$ cat config.mk
export PLATFORM = sky130hd
export DESIGN_NAME = ps2_keyboard_rx
export DESIGN_NICKNAME = d
export VERILOG_FILES = /design/src/rtl/ps2_keyboard_rx.sv
export SDC_FILE = /design/constraint.sdc
export NUM_CORES = 1
export LEC_CHECK = 0
export BUFFER_PORTS_ARGS = -buffer_cell sky130_fd_sc_hd__buf_2
export CAP_MARGIN = 20
export CELL_PAD_IN_SITES_DETAIL_PLACEMENT = 0
export CELL_PAD_IN_SITES_GLOBAL_PLACEMENT = 1
export CORE_MARGIN = 2
export CORE_UTILIZATION = 54
export CTS_BUF_LIST = sky130_fd_sc_hd__clkbuf_16
export CTS_CLUSTER_SIZE = 16
export DETAILED_ROUTE_END_ITERATION = 6
export PLACE_DENSITY = 0.95
export REMOVE_ABC_BUFFERS = 1
export SETUP_SLACK_MARGIN = 0.2
export SLEW_MARGIN = 30
export SYNTH_ARGS = -nofsm -noshare
export SYNTH_HDL_FRONTEND = slang
export SYNTH_SLANG_ARGS = --single-unit
$ cat constraint.sdc
create_clock -name clock -period 6.01 [get_ports clock]
set_input_delay 0.601 -clock clock [delete_from_list [all_inputs] [get_ports clock]]
set_output_delay 0.601 -clock clock [all_outputs]
set_load 0.005 [all_outputs]
$ cat src/rtl/ps2_keyboard_rx.sv
// PS/2 device-to-host frame receiver feeding a small scan-code FIFO.
// The FIFO head is presented to the core on keyboard_in; keyboard_ack pops it.
module ps2_keyboard_rx #(
    parameter int FIFO_DEPTH     = 8,
    parameter int TIMEOUT_CYCLES = 50000
) (
    input  logic        clock,
    input  logic        reset,
    input  logic        ps2_clock,
    input  logic        ps2_data,
    input  logic        keyboard_ack,
    output logic [31:0] keyboard_in,
    output logic        fifo_full,
    output logic        frame_err,
    output logic        overflow
);

    localparam int PTR_W = $clog2(FIFO_DEPTH);
    localparam int CNT_W = PTR_W + 1;
    localparam int TMO_W = $clog2(TIMEOUT_CYCLES);

    typedef enum logic [1:0] {
        IDLE,
        DATA,
        PARITY,
        STOP
    } state_t;

    logic             clk_s1_q, clk_s2_q, clk_prev_q;
    logic             dat_s1_q, dat_s2_q;
    state_t           state_q, state_d;
    logic [7:0]       shift_q, shift_d;
    logic [2:0]       bitcnt_q, bitcnt_d;
    logic             parity_q, parity_d;
    logic [TMO_W-1:0] tmo_q, tmo_d;
    logic             frame_err_q, frame_err_d;
    logic             overflow_q, overflow_d;
    logic [PTR_W-1:0] wr_ptr_q, wr_ptr_d;
    logic [PTR_W-1:0] rd_ptr_q, rd_ptr_d;
    logic [CNT_W-1:0] count_q, count_d;
    logic [7:0]       mem_q [FIFO_DEPTH];

    logic fe;
    logic push_req;
    logic push;
    logic pop;
    logic full;

    assign fe = clk_prev_q & ~clk_s2_q;

    // Frame deserialiser and inactivity watchdog.
    always_comb begin
        // NOTE: every signal gets a default here so no path leaves it unassigned (no latch).
        state_d     = state_q;
        shift_d     = shift_q;
        bitcnt_d    = bitcnt_q;
        parity_d    = parity_q;
        tmo_d       = tmo_q;
        push_req    = 1'b0;
        frame_err_d = 1'b0;

        unique case (state_q)
            IDLE: begin
                tmo_d = '0;
                if (fe && !dat_s2_q) begin
                    state_d  = DATA;
                    bitcnt_d = '0;
                end
            end
            DATA: begin
                if (fe) begin
                    shift_d  = {dat_s2_q, shift_q[7:1]};
                    bitcnt_d = bitcnt_q + 3'd1;
                    if (bitcnt_q == 3'd7) begin
                        state_d = PARITY;
                    end
                end
            end
            PARITY: begin
                if (fe) begin
                    parity_d = dat_s2_q;
                    state_d  = STOP;
                end
            end
            STOP: begin
                if (fe) begin
                    state_d = IDLE;
                    if (dat_s2_q && (^{shift_q, parity_q})) begin
                        push_req = 1'b1;
                    end else begin
                        frame_err_d = 1'b1;
                    end
                end
            end
            default: state_d = IDLE;
        endcase

        if (state_q != IDLE) begin
            if (fe) begin
                tmo_d = '0;
            end else if (tmo_q == TMO_W'(TIMEOUT_CYCLES - 1)) begin
                state_d     = IDLE;
                frame_err_d = 1'b1;
                tmo_d       = '0;
            end else begin
                tmo_d = tmo_q + TMO_W'(1);
            end
        end
    end

    // A pop in the same cycle frees the slot, so a push at full still lands.
    always_comb begin
        full       = (count_q == CNT_W'(FIFO_DEPTH));
        pop        = keyboard_ack && (count_q != '0);
        push       = push_req && (!full || pop);
        overflow_d = push_req && full && !pop;
        wr_ptr_d   = push ? wr_ptr_q + PTR_W'(1) : wr_ptr_q;
        rd_ptr_d   = pop  ? rd_ptr_q + PTR_W'(1) : rd_ptr_q;
        count_d    = count_q + CNT_W'(push) - CNT_W'(pop);
    end

    // NOTE: sequential state uses non-blocking assignments so every flop samples pre-edge values.
    always_ff @(posedge clock or negedge reset) begin
        if (!reset) begin
            clk_s1_q    <= 1'b1;
            clk_s2_q    <= 1'b1;
            clk_prev_q  <= 1'b1;
            dat_s1_q    <= 1'b1;
            dat_s2_q    <= 1'b1;
            state_q     <= IDLE;
            shift_q     <= '0;
            bitcnt_q    <= '0;
            parity_q    <= 1'b0;
            tmo_q       <= '0;
            frame_err_q <= 1'b0;
            overflow_q  <= 1'b0;
            wr_ptr_q    <= '0;
            rd_ptr_q    <= '0;
            count_q     <= '0;
        end else begin
            clk_s1_q    <= ps2_clock;
            clk_s2_q    <= clk_s1_q;
            clk_prev_q  <= clk_s2_q;
            dat_s1_q    <= ps2_data;
            dat_s2_q    <= dat_s1_q;
            state_q     <= state_d;
            shift_q     <= shift_d;
            bitcnt_q    <= bitcnt_d;
            parity_q    <= parity_d;
            tmo_q       <= tmo_d;
            frame_err_q <= frame_err_d;
            overflow_q  <= overflow_d;
            wr_ptr_q    <= wr_ptr_d;
            rd_ptr_q    <= rd_ptr_d;
            count_q     <= count_d;
        end
    end

    // NOTE: storage has no reset; count_q gates visibility, so stale entries are never read.
    always_ff @(posedge clock) begin
        if (push) begin
            mem_q[wr_ptr_q] <= shift_q;
        end
    end

    assign keyboard_in = (count_q != '0) ? {23'b0, 1'b1, mem_q[rd_ptr_q]} : 32'h0;
    assign fifo_full   = full;
    assign frame_err   = frame_err_q;
    assign overflow    = overflow_q;

endmodule

==> results.sh <==
export IMPL_numPortBuffers=16
export IMPL_leakagePower_nw=2.06
export IMPL_async_flop_share=0.423
export IMPL_hpwl_mm=5.27
export IMPL_hold_slack_ns=0.258
export IMPL_yosysMostFrequentCell="edfxtp_1"
export IMPL_critPathLaunchType="flop"
export IMPL_rrSetupSlack_ns=3.14
export IMPL_drc=0
export IMPL_netlist_area_sq_mm=0.00495
export IMPL_numCtsBuffers=9
export IMPL_design_core_area_sq_mm=0.00881
export IMPL_yosysWarnings=0
export IMPL_tightest_slew_ns=0.767
export IMPL_cp_end_kind="flop"
export IMPL_power_w=0.00212
export IMPL_fmax_mhz=349
export IMPL_crit_family="simple AND/OR/NAND/NOR gates"
export IMPL_setup_tns_ns=0
export IMPL_wirelength_mm=7.76
export IMPL_grt_start_max_net_pins=48
export IMPL_die_x_um=99.7
export IMPL_drt_iter0_drc=147
export IMPL_crit_path_top_delay_cell="nor2_1"
export IMPL_cts_sinks=111
export IMPL_slew_headroom=0.487
export IMPL_finalSetupViolations=0
export IMPL_cts_tree="done"
export IMPL_clk_pin_slew_worst_paths_ns=0.07
export IMPL_clock_path_buffers=2
export IMPL_initial_core_util=0.562
export IMPL_ys_types=47
export IMPL_firstDrtPassIters=4
export IMPL_powerDensity_mw_per_mm2=398
export IMPL_yosys_top_cells_count="64 x edfxtp_1, 42 x dfrtp_1, 40 x nor2_1"
export IMPL_syn_to_final_growth_pct=7.53
export IMPL_dp_slack_ns=3.01
export IMPL_ios=40
export IMPL_grt_antenna_before_repair=0
export IMPL_crit_path_cell_trace="xnor3_1 -> a2111oi_4 -> mux2i_2 -> or2_4 -> nor2_1"
export IMPL_grt_setup_unrepaired="false"
export IMPL_layout_min_cycle_time_ns=2.87
export IMPL_drive_above_1_share=0.202
export IMPL_synth_top_area_frac=0.388
export IMPL_grt_overflow=0
export IMPL_ys_seq_area_frac=0.627
export IMPL_ant_nets=0
export IMPL_finalHoldViolations=0
export IMPL_grt_pass1_wl_mm=13.0
export IMPL_crit_arrival_ns=2.84
export IMPL_clkLatencyLatePin_ns=0.34
export IMPL_cts_root_buf="clkbuf_16"
export IMPL_antenna_cells=0
export IMPL_vias=2533
export IMPL_synth_area_leaders="edfxtp_1 39%, dfrtp_1 21%, mux4_2 7.3%, buf_4 3.5%, nor2_1 3.0%"
export IMPL_layout_nets=367
export IMPL_avgRoutedWirePerCell_um=16.7
export IMPL_placed_cells_incl_taps=448
export IMPL_gp_congestion=0.800
export IMPL_crit_type="reg2reg"
export IMPL_grtUsageTotal=0.173
export IMPL_postCtsSetupRepairBufs=0
export IMPL_peakVddDrop_mv=0.233
export IMPL_maxCapViolations=0
export IMPL_fillCellCount=648
export IMPL_slew_viol_final=0
export IMPL_cts_htree_levels=3
export IMPL_status="finished, final reports clean"
export IMPL_avgViaCountPerCell=5.46
export IMPL_netlist_instances=334
export IMPL_ys_seq_elements=111
export IMPL_crit_fanout=11
export IMPL_synth_edff_count=64
export IMPL_grt_pass1_vias=2556
export IMPL_fin_skew_ns=0.00950
export IMPL_slowest_delay_ns=0.61
export IMPL_required_ns=5.98
export IMPL_synth_avg_cell_area_sq_um=14.8
export IMPL_cts_hold_buf=0
export IMPL_synth_main_ff_cell="edfxtp_1"
export IMPL_dieArea_sq_mm=0.00995
export IMPL_setup_ws_ns=3.14
export IMPL_period_share=0.477
export IMPL_synth_area_leader_cell="edfxtp_1"
export IMPL_num_rows=34
export IMPL_critPathBufInv=0
export IMPL_dieHeight_um=99.7
export IMPL_finalNonFillerCells=464
export IMPL_hold_path_class="in2async"
export IMPL_cts_resized=0
-- registers in the layout (all words and copies together), names as in the netlist --
signal,flops
frame_err,1
overflow,1
dat_s1_q,1
count_q,4
clk_s2_q,1
clk_prev_q,1
dat_s2_q,1
state_q,2
shift_q,8
tmo_q,16
rd_ptr_q,3
mem_q,64
parity_q,1
clk_s1_q,1
wr_ptr_q,3
bitcnt_q,3
-- where the power goes --
part,switching (W),internal (W)
clock network,0.000258,0.000282
registers,0.000163,0.000912
logic,0.000211,0.000293
total,0.000631,0.00149
-- per-stage QoR --
| step | instance area (sq um) | util |
|---|---|---|
| 6_report | 5320 | 0.604 |
| 5_1_grt | 5320 | 0.604 |
| 4_1_cts | 5320 | 0.604 |
| 3_5_place_dp | 5040 | 0.573 |
| 3_3_place_gp | 5040 | 0.572 |
| 2_1_floorplan | 4820 | - |
-- placed cells by master, fill, tap and decap left out, types with 2 or more instances in the layout --
master	netlist	final
nor4bb_1	2	2
o21ai_0	9	9
and4_1	2	2
nor3_2	1	2
nand2_1	11	11
nand2b_1	4	4
conb_1	1	23
buf_2	3	15
nand4_1	4	4
ha_1	10	10
dfstp_2	5	5
dfrtp_1	42	41
and2_1	4	4
mux4_2	16	16
nor2b_1	2	2
nor2_1	40	40
clkbuf_16	0	9
mux2_2	10	10
nand3_1	3	3
inv_1	13	14
mux2i_1	8	8
a22o_1	2	2
clkinv_1	0	2
xor2_1	7	7
xnor3_1	2	2
edfxtp_1	64	64
nor3_1	4	3
xnor2_1	17	17
a2111oi_4	2	2
-- worst register-to-register path, delay by kind of cell, from the launching register on --
kind | cells | cell delay [ns]
AO/OA/AOI/OAI | 1 | 0.36
XOR/XNOR | 1 | 0.53
flip-flops | 1 | 0.53
multiplexers | 1 | 0.19
AND/OR/NAND/NOR | 2 | 0.90
-- path summary, 6_finish.rpt --
check                      depth (start not counted)          end        from
max                                                5  mem_q[5][1]  shift_q[0]
min                                                1  bitcnt_q[2]       reset
max reg2reg                                        5  mem_q[5][1]  shift_q[0]
min reg2reg                                        0     dat_s2_q    dat_s1_q
max in group asynchronous                          1  rd_ptr_q[0]       reset
min in group clock                                 1     clk_s1_q   ps2_clock
-- metal layers --
layer | track usage | routed length (um) | up-vias
met5 | 0 | 0 | -
li1 | - | - | 1185
met4 | 0.0674 | 129 | 0
met3 | 0.0450 | 326 | 14
met2 | 0.294 | 4060 | 67
met1 | 0.215 | 3240 | 1267
-- logic make-up (layout without fill, tap and decap cells) --
family | count (synthesis) | in the layout | share of synthesized area
fa+ha+maj | 11 | 11 | 0.0293
other cells | 1 | 23 | 0.000758
flops | 111 | 111 | 0.627
mux | 36 | 36 | 0.117
buf+inv | 45 | 45 | 0.0523
xor+xnor | 27 | 27 | 0.0566
simple gates | 85 | 85 | 0.0862
compound gates | 18 | 18 | 0.0306
-- cell type report --
class                      count  area [sq um]  area share
multi-input combinational    200          1680       0.315
inverter                      13          48.8     0.00917
clock buffer                   9           225      0.0423
clock inverter                 7          47.5     0.00893
tap                          108           135      0.0254
sequential                   111          3110       0.584
timing repair buffer          16          82.6      0.0155
(Power assumes the default switching activity.)
